File: src/rtl/instr_encoder.sv
// instr_encoder
//   Reverse path of the immediate decoder: packs decoded instruction fields
//   into a 32-bit RV32I word, buffers the words in a small FIFO and tags each
//   one with a sequential instruction-memory address and an error bit.
//
//   Optional build macro: INSTR_ENCODER_RANGE_CHECK_EN
//     When defined, out_err is also raised for immediates that do not fit
//     their format. The word is still encoded from the truncated bits.
//
// Ports:
//   clk, rst            clock (rising edge), synchronous active-high reset
//   in_valid/in_ready   field bundle handshake (in_ready = FIFO not full)
//   in_fmt              0=R 1=I 2=S 3=B 4=U 5=J, 6-7 invalid
//   in_opcode .. in_imm decoded fields
//   out_valid/out_ready encoded word handshake (FIFO head)
//   out_instr           encoded word
//   out_addr            address tagged to out_instr
//   out_err             encode error tagged to out_instr
//   count               FIFO occupancy
module instr_encoder #(
  parameter int unsigned          DEPTH     = 4,
  parameter int unsigned          ADDR_W    = 32,
  parameter logic [ADDR_W-1:0]    BASE_ADDR = '0
) (
  input  logic                     clk,
  input  logic                     rst,
  input  logic                     in_valid,
  output logic                     in_ready,
  input  logic [2:0]               in_fmt,
  input  logic [6:0]               in_opcode,
  input  logic [4:0]               in_rd,
  input  logic [4:0]               in_rs1,
  input  logic [4:0]               in_rs2,
  input  logic [2:0]               in_funct3,
  input  logic [6:0]               in_funct7,
  input  logic [31:0]              in_imm,
  output logic                     out_valid,
  input  logic                     out_ready,
  output logic [31:0]              out_instr,
  output logic [ADDR_W-1:0]        out_addr,
  output logic                     out_err,
  output logic [$clog2(DEPTH):0]   count
);

  localparam int unsigned PW = $clog2(DEPTH);
  localparam logic [PW:0] FULL = (PW+1)'(DEPTH);

  typedef enum logic [2:0] {
    FMT_R = 3'd0,
    FMT_I = 3'd1,
    FMT_S = 3'd2,
    FMT_B = 3'd3,
    FMT_U = 3'd4,
    FMT_J = 3'd5
  } fmt_t;

  logic [31:0]       mem_instr [DEPTH];
  logic [ADDR_W-1:0] mem_addr  [DEPTH];
  logic              mem_err   [DEPTH];

  logic [PW-1:0]     wr_ptr;
  logic [PW-1:0]     rd_ptr;
  logic [PW-1:0]     rd_next;
  logic [ADDR_W-1:0] addr_cnt;

  logic [31:0]       enc_word;
  logic              enc_err;
  logic              push;
  logic              pop;

  assign in_ready  = (count != FULL);
  assign out_valid = (count != '0);
  assign push      = in_valid & in_ready;
  assign pop       = out_valid & out_ready;
  assign rd_next   = rd_ptr + 1'b1;

  // Combinational field packing
  always_comb begin
    logic signed [31:0] simm;
    logic               range_bad;
    simm      = $signed(in_imm);
    range_bad = 1'b0;
    enc_word  = '0;
    enc_err   = 1'b0;
    case (fmt_t'(in_fmt))
      FMT_R: enc_word = {in_funct7, in_rs2, in_rs1, in_funct3, in_rd, in_opcode};
      FMT_I: begin
        enc_word  = {in_imm[11:0], in_rs1, in_funct3, in_rd, in_opcode};
        range_bad = (simm < -32'sd2048) || (simm > 32'sd2047);
      end
      FMT_S: begin
        enc_word  = {in_imm[11:5], in_rs2, in_rs1, in_funct3, in_imm[4:0], in_opcode};
        range_bad = (simm < -32'sd2048) || (simm > 32'sd2047);
      end
      FMT_B: begin
        enc_word  = {in_imm[12], in_imm[10:5], in_rs2, in_rs1, in_funct3,
                     in_imm[4:1], in_imm[11], in_opcode};
        range_bad = (simm < -32'sd4096) || (simm > 32'sd4094) || in_imm[0];
      end
      FMT_U: begin
        enc_word  = {in_imm[31:12], in_rd, in_opcode};
        range_bad = (in_imm[11:0] != 12'd0);
      end
      FMT_J: begin
        enc_word  = {in_imm[20], in_imm[10:1], in_imm[11], in_imm[19:12], in_rd, in_opcode};
        range_bad = (simm < -32'sd1048576) || (simm > 32'sd1048574) || in_imm[0];
      end
      default: begin
        enc_word = '0;
        enc_err  = 1'b1;
      end
    endcase
`ifdef INSTR_ENCODER_RANGE_CHECK_EN
    enc_err = enc_err | range_bad;
`else
    range_bad = 1'b0;
    enc_err   = enc_err | range_bad;
`endif
  end

  // FIFO storage plus registered head copy on out_*.
  // The head register is refreshed with whatever entry will sit at the head
  // after this edge: the next stored entry on a pop, or the incoming word when
  // it lands in an empty (or emptying) FIFO. Otherwise it holds, so out_* keeps
  // the last popped word once the FIFO drains.
  always_ff @(posedge clk) begin
    if (rst) begin
      wr_ptr    <= '0;
      rd_ptr    <= '0;
      count     <= '0;
      addr_cnt  <= BASE_ADDR;
      out_instr <= '0;
      out_addr  <= BASE_ADDR;
      out_err   <= 1'b0;
    end else begin
      if (push) begin
        mem_instr[wr_ptr] <= enc_word;
        mem_addr[wr_ptr]  <= addr_cnt;
        mem_err[wr_ptr]   <= enc_err;
        wr_ptr            <= wr_ptr + 1'b1;
        addr_cnt          <= addr_cnt + ADDR_W'(4);
      end

      if (pop) begin
        rd_ptr <= rd_next;
      end

      case ({push, pop})
        2'b10:   count <= count + 1'b1;
        2'b01:   count <= count - 1'b1;
        default: count <= count;
      endcase

      if (pop && (count > (PW+1)'(1))) begin
        out_instr <= mem_instr[rd_next];
        out_addr  <= mem_addr[rd_next];
        out_err   <= mem_err[rd_next];
      end else if (push && ((count == '0) || (pop && count == (PW+1)'(1)))) begin
        out_instr <= enc_word;
        out_addr  <= addr_cnt;
        out_err   <= enc_err;
      end
    end
  end

endmodule

File: config.mk
export PLATFORM = sky130hd
export DESIGN_NAME = instr_encoder
export DESIGN_NICKNAME = d
export VERILOG_FILES = /design/src/rtl/instr_encoder.sv
export SDC_FILE = /design/constraint.sdc
export NUM_CORES = 1
export LEC_CHECK = 0
export CORE_ASPECT_RATIO = 2
export CORE_UTILIZATION = 51
export DETAILED_ROUTE_END_ITERATION = 16
export GPL_ROUTABILITY_DRIVEN = 0
export GPL_TIMING_DRIVEN = 0
export PLACE_DENSITY_LB_ADDON = 0.3
export SLEW_MARGIN = 20
export SYNTH_ARGS = -nofsm -noshare
export SYNTH_HDL_FRONTEND = slang
export SYNTH_SLANG_ARGS = --single-unit
export TNS_END_PERCENT = 50
File: constraint.sdc
create_clock -name clk -period 3.2 [get_ports clk]
set_input_delay 0.64 -clock clk [delete_from_list [all_inputs] [get_ports clk]]
set_output_delay 0.64 -clock clk [all_outputs]
set_load 0.01 [all_outputs]
==> results.txt <==
die area - 28600 um^2
Placed Instances - 1493
final core occ - 62.4%
Yosys reg bits - 352
Final nets - 1253
first-pass GRT wire length - 52.5 mm
top fanout value on the critical path - 10
pin count of the biggest net entering global routing - 39
via count - 8987
Total Routing Usage GR - 24.5%
mapped cell area - 14200 um^2
dominant cell type by area after synthesis - edfxtp_1
setup TNS - 0 ns
1st-iter DRT viols - 406
io pins - 141
Mapped Cells - 1001
CTS Hold Bufs - 0
# port buffers - 135
Fmax - 338 MHz
Setup Skew - 0.0145 ns
crit path DAT - 3.37 ns
Layout area overhead - 20.4%
Tcrit/Tclk final - 92.5%
Worst Path Buf+Inv - 3
critical path type - reg -> reg
CP Data Required Time - 3.61 ns
max cap viols - 0
Slew Limit Fails - 0
Worst Setup Start Kind - register
Synth top area share - 53.2%
clk sinks - 352
RR Startpoint - count[0]
Synth top cells by count - 252 x edfxtp_1, 126 x nand2_1, 100 x dfxtp_1, 91 x nor2_1, 63 x mux4_2
first-pass detailed-route iteration total - 4
Post-synth EDFFs - 252
DP HPWL - 23.4 mm
H-Tree Level Count - 1
layout cells sized above 1 - 11.5%
CP max stage cell - o21ai_1
Chip Height - 238 um
final WL - 33.7 mm
Crit path max-delay family - buffers and inverters
Netlist cell types - 48
Initial Utilization - 51.8%
CTS tree - built
minimum clock period - 2.96 ns
Total Power - 12.4 mW
Worst setup startpoint - count[0]
Syn Area/Cell - 14.2 um^2
VDD IR max - 0.655 mV
most common cell in the netlist - edfxtp_1
Setup crit end kind - register
Clk Latency, worst-skew pair - 0.56 ns
clk root buf - clkbuf_16
Post-Layout Cell Count - 1547
Async SR Flop Fraction - 0%
Die Wd - 120 um
Antenna Violating Nets Remaining - 0
HP Start - out_addr[16]
vias in the first global route - 9595
Top FF cell, synth - edfxtp_1
CTS max path bufs - 3
status - finished, final reports clean
hold violation count in the final report - 0
DRC - 0
most frequent CP cell - clkbuf_1
number of clock buffers inserted by TritonCTS - 29
leakage power - 5.45 nW
critical path, cell by cell - inv_1 > ha_1 > a211oi_1 > o21ai_1 > clkbuf_1 > clkbuf_1 > a311oi_1
Yosys warnings - 0
RSZ-0062 raised after global routing - false
vias per cell - 5.81
PD cells - 725 nW/um^2
routed len/inst - 21.8 um
slowest cell delay on critical path - 0.63 ns
Clock Pin Slew Worst Setup and Hold Paths - 0.07 ns
top post-synthesis cells by area - edfxtp_1 53%, dfxtp_1 14%, mux4_2 10%, nand2_1 3.3%, nor2_1 2.4%
post-synthesis sequential area ratio - 67.3%
worst slew pin tran - 0.849 ns
Min-Delay Path Class - reg -> reg
Core ar. - 27400 um^2
Site Rows - 86
Overflow after GRT - 0
initial antenna violation count - 0
worst rel slew slack - 43.4%
ANT cells - 0
Final setup viols - 0
-- report_power, final --
group          leakage (nW)  total (mW)  switching, mW  internal (mW)
Combinational          1.83        3.16           1.73           1.44
Clock                 0.492        3.68           1.58           2.10
Sequential             3.13        5.57          0.251           5.32
-- layout make-up --
type,count,area [um^2]
clock inverter,13,149
buffer,69,287
tap,352,440
sequential,352,9570
multi-input combinational,560,4290
timing repair buffer,139,1440
fill,2079,10300
inverter,21,78.8
clock buffer,41,852
-- routing by layer --
layer | wire length [um] | vias to the layer above | GRT usage [%]
met4 | 1650 | 0 | 13.2
met5 | 0 | - | 0
met1 | 11400 | 4458 | 25.1
met3 | 1610 | 88 | 3.15
li1 | - | 4132 | -
met2 | 19100 | 309 | 47.1
-- timing repair --
| action | CTS | global route |
|---|---|---|
| endpoints found under the hold margin | 0 | 0 |
| endpoints found under the setup margin | 0 | 20 |
| gates resized for setup | 0 | 2 |
| setup buffers | 0 | 0 |
-- worst paths after layout --
check / depth (start not counted) / slack (ns) / end
max: 7 / 0.24 / out_addr[5]
max reg2reg: 7 / 0.24 / out_addr[5]
min reg2reg: 2 / 0.48 / out_addr[16]
min: 2 / 0.48 / out_addr[16]
-- state kept, by name, summed over array words and instances, names as in the netlist --
signal	cells
addr_cnt	30
count	3
mem_addr	120
mem_err	4
mem_instr	128
out_addr	30
out_err	1
out_instr	32
rd_ptr	2
wr_ptr	2
-- metrics by stage --
step	cell area, um^2	setup slack, ns	hold WS, ns
after CTS	17100	0.114	0.487
after global routing	17100	0.0792	0.502
after global placement	16000	-0.544	0.473
final	17100	0.239	0.481
after detailed placement	16100	-0.185	0.474
after floorplan	14200	0.597	0.458
-- kinds of logic (layout without fill, tap and decap cells) --
| logic type | count (synthesis) | in the layout | share of synthesized area (%) |
|---|---|---|---|
| buffers and inverters | 90 | 283 | 2.56 |
| flip-flops | 352 | 352 | 67.3 |
| XOR/XNOR | 27 | 27 | 1.66 |
| other | 1 | 2 | 0.0264 |
| AND/OR/NAND/NOR | 306 | 306 | 9.68 |
| AO/OA/AOI/OAI | 146 | 146 | 7.42 |
| adder cells (fa/ha/maj) | 10 | 10 | 0.880 |
| multiplexers | 69 | 69 | 10.4 |
-- tightest hold or removal path: stages, from the launching register on --
cell	delay, ns
dfxtp_1	0.31
nand2_1	0.05
a311oi_1	0.08
-- cell usage in the layout, fill, tap and decap left out, drive strengths merged, types with 4 or more instances in the layout --
| master | n |
|---|---|
| mux4 | 63 |
| a21oi | 27 |
| xor2 | 6 |
| nor2 | 91 |
| o22ai | 7 |
| or3 | 8 |
| and2 | 13 |
| o21ai | 18 |
| o41ai | 7 |
| nand3b | 7 |
| clkinv | 7 |
| ha | 10 |
| nand2b | 13 |
| a22o | 5 |
| xnor2 | 21 |
| clkbuf | 91 |
| dfxtp | 100 |
| clkdlybuf4s50 | 135 |
| nor4 | 8 |
| nand2 | 126 |
| a311oi | 37 |
| and4 | 4 |
| nand3 | 10 |
| buf | 23 |
| o2bb2ai | 4 |
| mux2 | 4 |
| edfxtp | 252 |
| inv | 23 |
| o211ai | 16 |
| a22oi | 18 |
| nor3 | 13 |
Note: power is estimated with default switching activity, not from simulation.
